File: config.mk
export PLATFORM = sky130hd
export DESIGN_NAME = beep_sequencer_flat
export DESIGN_NICKNAME = d
export VERILOG_FILES = /design/src/rtl/beep_sequencer_pkg.sv /design/src/rtl/beep_sequencer_if.sv /design/src/rtl/beep_sequencer_cycle_timer.sv /design/src/rtl/beep_sequencer.sv /design/src/flat_wrapper.sv
export SDC_FILE = /design/constraint.sdc
export NUM_CORES = 1
export LEC_CHECK = 0
export CORE_AREA = 2 2 39 41
export CTS_CLUSTER_SIZE = 25
export DETAILED_ROUTE_END_ITERATION = 8
export DIE_AREA = 0 0 41 43
export PLACE_DENSITY = 0.66
export SETUP_SLACK_MARGIN = 0.5
export SYNTH_ARGS = -nofsm -noshare
export SYNTH_HDL_FRONTEND = slang
export SYNTH_SLANG_ARGS = --single-unit
File: constraint.sdc
create_clock -name clk -period 3.36 [get_ports clk]
set_input_delay 1.008 -clock clk [delete_from_list [all_inputs] [get_ports clk]]
set_output_delay 1.008 -clock clk [all_outputs]
set_load 0.02 [all_outputs]
File: src/rtl/beep_sequencer_pkg.sv
// Shared types and sizing helpers for beep_sequencer and its cycle timer.
package beep_pkg;

    typedef enum logic [1:0] {
        IDLE = 2'b00,
        ON   = 2'b01,
        OFF  = 2'b10
    } state_e;

    // Bits needed to hold max_val; never less than one bit.
    function automatic int unsigned cnt_width(input int unsigned max_val);
        int unsigned w;
        w = $clog2(max_val + 1);
        return (w == 0) ? 1 : w;
    endfunction

    function automatic int unsigned max2(input int unsigned a, input int unsigned b);
        return (a > b) ? a : b;
    endfunction

endpackage

File: src/rtl/beep_sequencer_if.sv
// Trigger/cancel request and pattern/status outputs of beep_sequencer.
interface beep_sequencer_if;
    logic trig;
    logic cancel;
    logic z;
    logic busy;
    logic done;

    modport master (output trig, cancel, input z, busy, done);
    modport slave  (input trig, cancel, output z, busy, done);
endinterface

File: src/rtl/beep_sequencer_cycle_timer.sv
// Loadable down-counter; expired marks the final cycle of a loaded interval.
module cycle_timer #(
    parameter int unsigned WIDTH = 3
) (
    input  logic             clk,
    input  logic             rst,
    input  logic             load,
    input  logic [WIDTH-1:0] load_val,
    input  logic             en,
    output logic             expired
);

    logic [WIDTH-1:0] cnt_q, cnt_d;

    // Stops at zero so an idle timer never wraps.
    always_comb begin
        cnt_d = cnt_q;
        if (load) begin
            cnt_d = load_val;
        end else if (en && (cnt_q != '0)) begin
            cnt_d = cnt_q - 1'b1;
        end
    end

    always_ff @(posedge clk) begin
        if (rst) begin
            cnt_q <= '0;
        end else begin
            cnt_q <= cnt_d;
        end
    end

    assign expired = (cnt_q == WIDTH'(1));

endmodule

File: src/rtl/beep_sequencer.sv
// Turns a trigger pulse into BEEPS bursts of ON_CYCLES high separated by OFF_CYCLES low.
// Optional: define BEEP_SEQUENCER_RETRIGGER_EN to let trig restart a running sequence.
module beep_sequencer
    import beep_pkg::*;
#(
    parameter int unsigned ON_CYCLES  = 4,
    parameter int unsigned OFF_CYCLES = 4,
    parameter int unsigned BEEPS      = 3
) (
    input  logic             clk,
    input  logic             rst,
    beep_sequencer_if.slave  bus
);

    localparam int unsigned CW = cnt_width(max2(ON_CYCLES, OFF_CYCLES));
    localparam int unsigned BW = cnt_width(BEEPS);
    localparam logic [CW-1:0] ON_LD  = CW'(ON_CYCLES);
    localparam logic [CW-1:0] OFF_LD = CW'(OFF_CYCLES);
    localparam logic [BW-1:0] BEEP_LD = BW'(BEEPS);

    state_e          state_q, state_d;
    logic [BW-1:0]   beep_q, beep_d;
    logic            z_q, z_d;
    logic            busy_q, busy_d;
    logic            done_q, done_d;

    logic            tmr_load;
    logic [CW-1:0]   tmr_val;
    logic            tmr_en;
    logic            tmr_exp;
    logic            start;
    logic            retrig;

    assign start = bus.trig && !bus.cancel;
`ifdef BEEP_SEQUENCER_RETRIGGER_EN
    assign retrig = start;
`else
    assign retrig = 1'b0;
`endif

    cycle_timer #(.WIDTH(CW)) u_timer (
        .clk      (clk),
        .rst      (rst),
        .load     (tmr_load),
        .load_val (tmr_val),
        .en       (tmr_en),
        .expired  (tmr_exp)
    );

    always_comb begin
        state_d  = state_q;
        beep_d   = beep_q;
        tmr_load = 1'b0;
        tmr_val  = '0;
        tmr_en   = 1'b0;
        done_d   = 1'b0;
        case (state_q)
            IDLE: begin
                if (start) begin
                    state_d  = ON;
                    beep_d   = BEEP_LD;
                    tmr_load = 1'b1;
                    tmr_val  = ON_LD;
                end
            end
            ON, OFF: begin
                tmr_en = 1'b1;
                if (bus.cancel) begin
                    state_d  = IDLE;
                    beep_d   = '0;
                    tmr_load = 1'b1;
                end else if (retrig) begin
                    state_d  = ON;
                    beep_d   = BEEP_LD;
                    tmr_load = 1'b1;
                    tmr_val  = ON_LD;
                end else if (tmr_exp) begin
                    tmr_load = 1'b1;
                    if (state_q == OFF) begin
                        state_d = ON;
                        tmr_val = ON_LD;
                    end else if (beep_q <= BW'(1)) begin
                        // Last burst: no trailing gap, go straight to IDLE.
                        state_d = IDLE;
                        beep_d  = '0;
                        done_d  = 1'b1;
                    end else begin
                        state_d = OFF;
                        beep_d  = beep_q - 1'b1;
                        tmr_val = OFF_LD;
                    end
                end
            end
            default: begin
                state_d  = IDLE;
                beep_d   = '0;
                tmr_load = 1'b1;
            end
        endcase
        z_d    = (state_d == ON);
        busy_d = (state_d != IDLE);
    end

    always_ff @(posedge clk) begin
        if (rst) begin
            state_q <= IDLE;
            beep_q  <= '0;
            z_q     <= 1'b0;
            busy_q  <= 1'b0;
            done_q  <= 1'b0;
        end else begin
            state_q <= state_d;
            beep_q  <= beep_d;
            z_q     <= z_d;
            busy_q  <= busy_d;
            done_q  <= done_d;
        end
    end

    assign bus.z    = z_q;
    assign bus.busy = busy_q;
    assign bus.done = done_q;

endmodule

File: src/flat_wrapper.sv
// flat-port wrapper written by rule: the top's interface ports become plain ports
module beep_sequencer_flat import beep_pkg::*;
#(
    parameter int unsigned ON_CYCLES  = 4,
    parameter int unsigned OFF_CYCLES = 4,
    parameter int unsigned BEEPS      = 3
)
  (clk, rst, bus_trig, bus_cancel, bus_z, bus_busy, bus_done);
  beep_sequencer_if bus_i ();
  input  logic clk;
  input  logic rst;
  input wire logic [$bits(bus_i.trig)-1:0] bus_trig;
  input wire logic [$bits(bus_i.cancel)-1:0] bus_cancel;
  output wire logic [$bits(bus_i.z)-1:0] bus_z;
  output wire logic [$bits(bus_i.busy)-1:0] bus_busy;
  output wire logic [$bits(bus_i.done)-1:0] bus_done;
  assign bus_i.trig = bus_trig;
  assign bus_i.cancel = bus_cancel;
  assign bus_z = bus_i.z;
  assign bus_busy = bus_i.busy;
  assign bus_done = bus_i.done;
  beep_sequencer #(.ON_CYCLES(ON_CYCLES), .OFF_CYCLES(OFF_CYCLES), .BEEPS(BEEPS)) u_core (.clk(clk), .rst(rst), .bus(bus_i));
endmodule
==> results of run 1 <==
-- flip-flops by register name (all words and copies together), names as in the netlist --
name	count
u_core.beep_q	2
u_core.bus.busy	1
u_core.bus.done	1
u_core.bus.z	1
u_core.state_q	2
u_core.u_timer.cnt_q	3
-- stage by stage --
step / utilization (%) / worst slack [ns]
global route: 51.7 / 1.13
detailed placement: 49.1 / 0.924
global placement: 49.1 / 0.928
finish: 51.7 / 1.18
floorplan: - / 1.50
CTS: 51.7 / 1.18
-- synth_stat cells (2+ instances only) --
library cell   n  area, µm²
a21oi_1        5       25.0
a31oi_1        2       12.5
and2_1         2       12.5
dfxtp_1       10        200
ha_1           6       75.1
inv_1          9       33.8
nand2_1        4       15.0
nor2_1         3       11.3
nor3b_2        2       25.0
nor4_1         2       12.5
o21ai_0        4       20.0
or3_1          2       12.5
-- path summary, 6_finish.rpt --
kind / startpoint / to / slack (ns) / depth (start not counted)
setup reg to reg: u_core.state_q[0]$_SDFF_PP0_ / u_core.bus.busy$_SDFF_PP0_ / 1.64 / 6
hold reg to reg: u_core.beep_q[0]$_SDFFE_PP0P_ / u_core.beep_q[0]$_SDFFE_PP0P_ / 0.49 / 2
hold / removal: u_core.beep_q[0]$_SDFFE_PP0P_ / u_core.beep_q[0]$_SDFFE_PP0P_ / 0.49 / 2
setup / recovery: bus_cancel / u_core.bus.busy$_SDFF_PP0_ / 1.18 / 5
-- worst min-delay path, cell delays in order (launching register included) --
cell     delay [ns]
dfxtp_1        0.33
nand2_1        0.06
a21oi_1        0.05
-- cell families after synthesis --
| family | Yosys count |
|---|---|
| AO/OA/AOI/OAI | 17 |
| adder cells (fa/ha/maj) | 6 |
| buffers and inverters | 9 |
| flip-flops | 10 |
| multiplexers | 1 |
| AND/OR/NAND/NOR | 24 |
-- metal layers --
metal  track usage (%)  vias up  part of all wire (%)
li1                  -      253                     -
met1              22.7      215                    50
met2              23.1       18                    44
met3              4.71        0                   6.3
met4              6.00        0                     0
met5                 0        -                     0
-- cell type report --
cell class | instances | area [µm²]
multi-input cells | 48 | 365
inverters | 9 | 33.8
fillers | 142 | 668
flip-flops and latches | 10 | 200
clock buffers | 4 | 36.3
repair buffers | 6 | 60.1
well taps | 16 | 20.0
-- power groups by stage --
stage          sequential, µW  clock (µW)  combinational (µW)
6_report                  133         109                49.5
5_1_grt                   135         119                55.3
4_1_cts                   133         111                49.2
3_5_place_dp              136           0                48.7
3_3_place_gp              135           0                48.3
2_1_floorplan             136           0                31.7
==> flow_metrics.tcl, run 1 <==
set metrics [dict create \
    max_cap_viol_count 0 \
    synth_compound_area_share_pct 18.6 \
    cts_resized 0 \
    slew_viol_final 0 \
    antenna-diode-count 0 \
    syn-instance-count 67 \
    start_util_pct 43.3 \
    die_area_um2 1760 \
    final_cell_mix "dfxtp_1, inv_1, ha_1, clkdlybuf4s50_1, a21oi_1" \
    dieWidth_um 41 \
    clkPwrFrac_pct 37.4 \
    status "finished, final reports clean" \
    cts_tree "yes" \
    cp-start-kind "primary input" \
    ant_nets 0 \
    place_area_um2 679 \
    drt-vias-per-instance 5.23 \
    leakagePower_uw 0.000290 \
    grt.overflow.total 0 \
    cp_top_family "buffers and inverters" \
    critical_path_class "in -> reg" \
    worstPathRequired_ns 3.52 \
    drt-wirelength-per-cell_um 12.4 \
    vdd_drop_max_mv 0.202 \
    hp-class "reg -> reg" \
    core_region_area_um2 1380 \
    ys_ff_latch 10 \
    p_sw_uw 75.8 \
    path_cells "clkdlybuf4s50_1 > and2b_4 > and2_4 > a32o_2 > o21a_1" \
    fmax_mhz 459 \
    ctsHtreeMaxLevel 1 \
    fin_setup_tns_ns 0 \
    final_cell_count_no_fill 93 \
    drt_first_iter_violations 10 \
    clock_path_buffers 2 \
    grt_util_all_layers_pct 16.3 \
    finalWeightedCongestion 0.829 \
    crit_path_max_incr_delay_ns 0.53 \
    post-place-cells 89 \
    worst_pin_slew_ns 0.345 \
    cts_root_buf "clkbuf_4" \
    finClkSkew_ns 0.00560 \
    cts_hold_buf 0 \
    dr.pass1.iters 4 \
    synth_top_family_by_area "simple AND/OR/NAND/NOR gates" \
    synthSimpleGateAreaFrac_pct 28.2 \
    min_period_ns 2.18 \
    slew_headroom_pct 76.7 \
    antenna_found_initial 0 \
    clkTransAtPathRegs_ns 0.07 \
    vias 486 \
    clk_latency_ns 0.27 \
    dp_hpwl_um 845 \
    setup_viol 0 \
    drt-total-wl_um 1150 \
    final_area_um2 716 \
    fin_crit_sh_pct 64.9 \
    synth_mux_area_share_pct 1.67 \
    ys.flop_type "dfxtp_1" \
    total_power_uw 291 \
    portBuffers 6 \
    synth_xor_area_share_pct 0 \
    ys_types 28 \
    power_frac_seq_pct 45.7 \
    whs_ns 0.493 \
    rsz0062_at_grt "no" \
    path_buf_inv 1 \
    syn_area_um2 599 \
    finalNetCount 88 \
    cp.arrival_ns 2.34 \
    mostFrequentLayoutCell "dfxtp_1" \
    synthesis.nets 77 \
    cp_max_fo 5 \
    internal_power_uw 216 \
    finalHoldViolations 0 \
    area.growth.synth_to_final_pct 19.4 \
    yosys_warnings 0 \
    synth-async-reset-ratio_pct 0 \
    numCtsBuffers 3 \
    drive_gt1_share_pct 18.2 \
    grt_pass1_wl_um 1950 \
    io_pins 7 \
    fp-row-count 14 \
    drc 0 \
    synth-edff-count 0 \
    yosysSeqAreaShare_pct 33.4 \
    die_h_um 43 \
    cp-end-kind "flip-flop" \
    cts_sinks 10 \
    postCtsSetupRepairBufs 0 \
    cp_slowest_cell "clkdlybuf4s50_1" \
    grt_max_degree 7 \
    p_comb_share_pct 17.0 \
    avgSynthCellArea_um2 8.95 \
    grt_pass1_vias 451 \
    switching_share_pct 26.0 \
    p_per_area_nw_per_um2 407 \
    synth_adder_area_share_pct 12.5 \
]
No activity file was read; power rests on OpenSTA's default activity.
==> inputs of run 2 (changes only) <==
Settings changed: CORE_AREA 2 2 39 41 to unset, CORE_MARGIN set to 2, CORE_UTILIZATION set to 46, DIE_AREA 0 0 41 43 to unset, PLACE_DENSITY 0.66 to 0.7.
Clock period 3.36 ns to 2 ns, I/O delays scaled along.
==> flow_metrics.tcl, run 2 (synthesis gave the netlist of run 1 again) <==
set metrics [dict create \
    status "finished, final reports clean" \
    vdd_drop_max_mv 0.476 \
    drt-wirelength-per-cell_um 13.7 \
    critical_path_class "reg -> reg" \
    fin_crit_sh_pct 75.8 \
    cts_root_buf "clkbuf_4" \
    post-place-cells 89 \
    cp_top_family "compound AO/OA/AOI/OAI gates" \
    max_cap_viol_count 0 \
    p_comb_share_pct 21.7 \
    largestRegisters "u_core.u_timer.cnt_q (3), u_core.beep_q (2), u_core.state_q (2)" \
    min_from "u_core.u_timer.cnt_q[1]$_SDFFE_PP0P_" \
    setup_viol 0 \
    antenna-diode-count 0 \
    grt_max_degree 7 \
    die_area_um2 1610 \
    total_power_uw 523 \
    final_cell_mix "inv_1, buf_4, dfxtp_1" \
    reg2reg_from "u_core.state_q[0]$_SDFF_PP0_" \
    rsz0062_at_grt "yes" \
    slew_headroom_pct 82.4 \
    die_h_um 40.1 \
    ant_nets 0 \
    power_frac_seq_pct 42.7 \
    grt_pass1_vias 485 \
    leakagePower_uw 0.000336 \
    numCtsBuffers 3 \
    dr.pass1.iters 4 \
    clkTransAtPathRegs_ns 0.07 \
    final_cell_count_no_fill 99 \
    cp-end-kind "flip-flop" \
    antenna_found_initial 0 \
    worstPathRequired_ns 2.17 \
    grt.overflow.total 0 \
    core_region_area_um2 1250 \
    whs_ns 0.492 \
    dieWidth_um 40.1 \
    clk_latency_ns 0.27 \
    fmax_mhz 659 \
    p_per_area_nw_per_um2 615 \
    path_cells "inv_4 > ha_4 > and2b_4 > and2_4 > a32o_2 > o21a_1" \
    drt-vias-per-instance 5.53 \
    clock_path_buffers 2 \
    cp.arrival_ns 1.69 \
    largest_reg_flops 3 \
    startpoint "u_core.state_q[0]$_SDFF_PP0_" \
    crit_path_max_incr_delay_ns 0.36 \
    fp-row-count 13 \
    cts_tree "yes" \
    drive_gt1_share_pct 42.9 \
    path_buf_inv 1 \
    io_pins 7 \
    grt_util_all_layers_pct 21.3 \
    cts_hold_buf 0 \
    vias 547 \
    hp-class "reg -> reg" \
    cp_max_fo 4 \
    finClkSkew_ns 0.00287 \
    portBuffers 6 \
    cts_sinks 10 \
    start_util_pct 47.9 \
    area.growth.synth_to_final_pct 41.8 \
    finalHoldViolations 0 \
    worst_pin_slew_ns 0.260 \
    grt_pass1_wl_um 2190 \
    clkPwrFrac_pct 35.5 \
    cp-start-kind "flip-flop" \
    drc 0 \
    dp_hpwl_um 964 \
    p_sw_uw 144 \
    internal_power_uw 379 \
    switching_share_pct 27.5 \
    regMostFlops "u_core.u_timer.cnt_q" \
    drt_first_iter_violations 15 \
    ctsHtreeMaxLevel 1 \
    cp_slowest_cell "dfxtp_2" \
    drt-total-wl_um 1350 \
    slew_viol_final 0 \
    finalWeightedCongestion 0.728 \
    min_period_ns 1.52 \
    finalNetCount 95 \
]
[run 2: cell count changes in the layout (fill, tap and decap cells not counted), moves of 3 or more]
cell	change
buf_4	+7
clkdlybuf4s50_1	-5
dfxtp_1	-3
ha_1	-4
ha_4	+4
[run 2: cell type report]
cell class | count | area, µm²
Multi-Input combinational cell | 48 | 450
Fill cell | 98 | 403
Sequential cell | 10 | 206
Timing Repair Buffer | 13 | 101
Clock buffer | 4 | 36.3
Inverter | 9 | 36.3
Tap cell | 15 | 18.8
[run 2: per-stage QoR]
| stage | setup slack [ns] | instance area [µm²] | utilization, % | setup TNS [ns] |
|---|---|---|---|---|
| after floorplan | 0.514 | 613 | - | 0 |
| after global placement | -0.0275 | 699 | 55.8 | -0.0319 |
| after detailed placement | -0.0445 | 699 | 55.8 | -0.0651 |
| after CTS | 0.478 | 776 | 61.9 | 0 |
| after global routing | 0.433 | 850 | 67.8 | 0 |
| final | 0.484 | 850 | 67.8 | 0 |
[run 2: tightest hold or removal path: stages (launching register included)]
cell	delay, ns
dfxtp_1	0.33
a21oi_1	0.06
nor2_1	0.07
[run 2: what timing repair did]
action / CTS / global route
pin swaps: 7 / 9
gates resized for setup: 12 / 17
hold endpoints to repair: 0 / 0
setup buffers: 3 / 3
endpoints found under the setup margin: 13 / 12
[run 2: power groups by stage]
stage | sequential, µW | combinational (µW) | clock, µW
floorplan | 230 | 56.8 | 0
global placement | 228 | 86.7 | 0
detailed placement | 228 | 89.3 | 0
CTS | 224 | 95.1 | 190
global route | 225 | 125 | 197
finish | 223 | 114 | 186
[run 2: routing by layer]
layer  GRT usage, %  wire length (µm)  up-vias  part of all wire [%]
li1               -                 -      267                     -
met5              0                 0        -                     0
met2           31.9               617       14                    46
met1           28.4               659      262                    49
met3           6.67                57        4                   4.2
met4           7.76                18        0                   1.3
[run 2: final timing paths]
path	endpoint	slack, ns	cells past startpoint
worst max register to register	u_core.bus.busy$_SDFF_PP0_	0.48	6
worst max-delay path	u_core.bus.busy$_SDFF_PP0_	0.48	6
worst min-delay path	u_core.u_timer.cnt_q[1]$_SDFFE_PP0P_	0.49	2
worst min register to register	u_core.u_timer.cnt_q[1]$_SDFFE_PP0P_	0.49	2
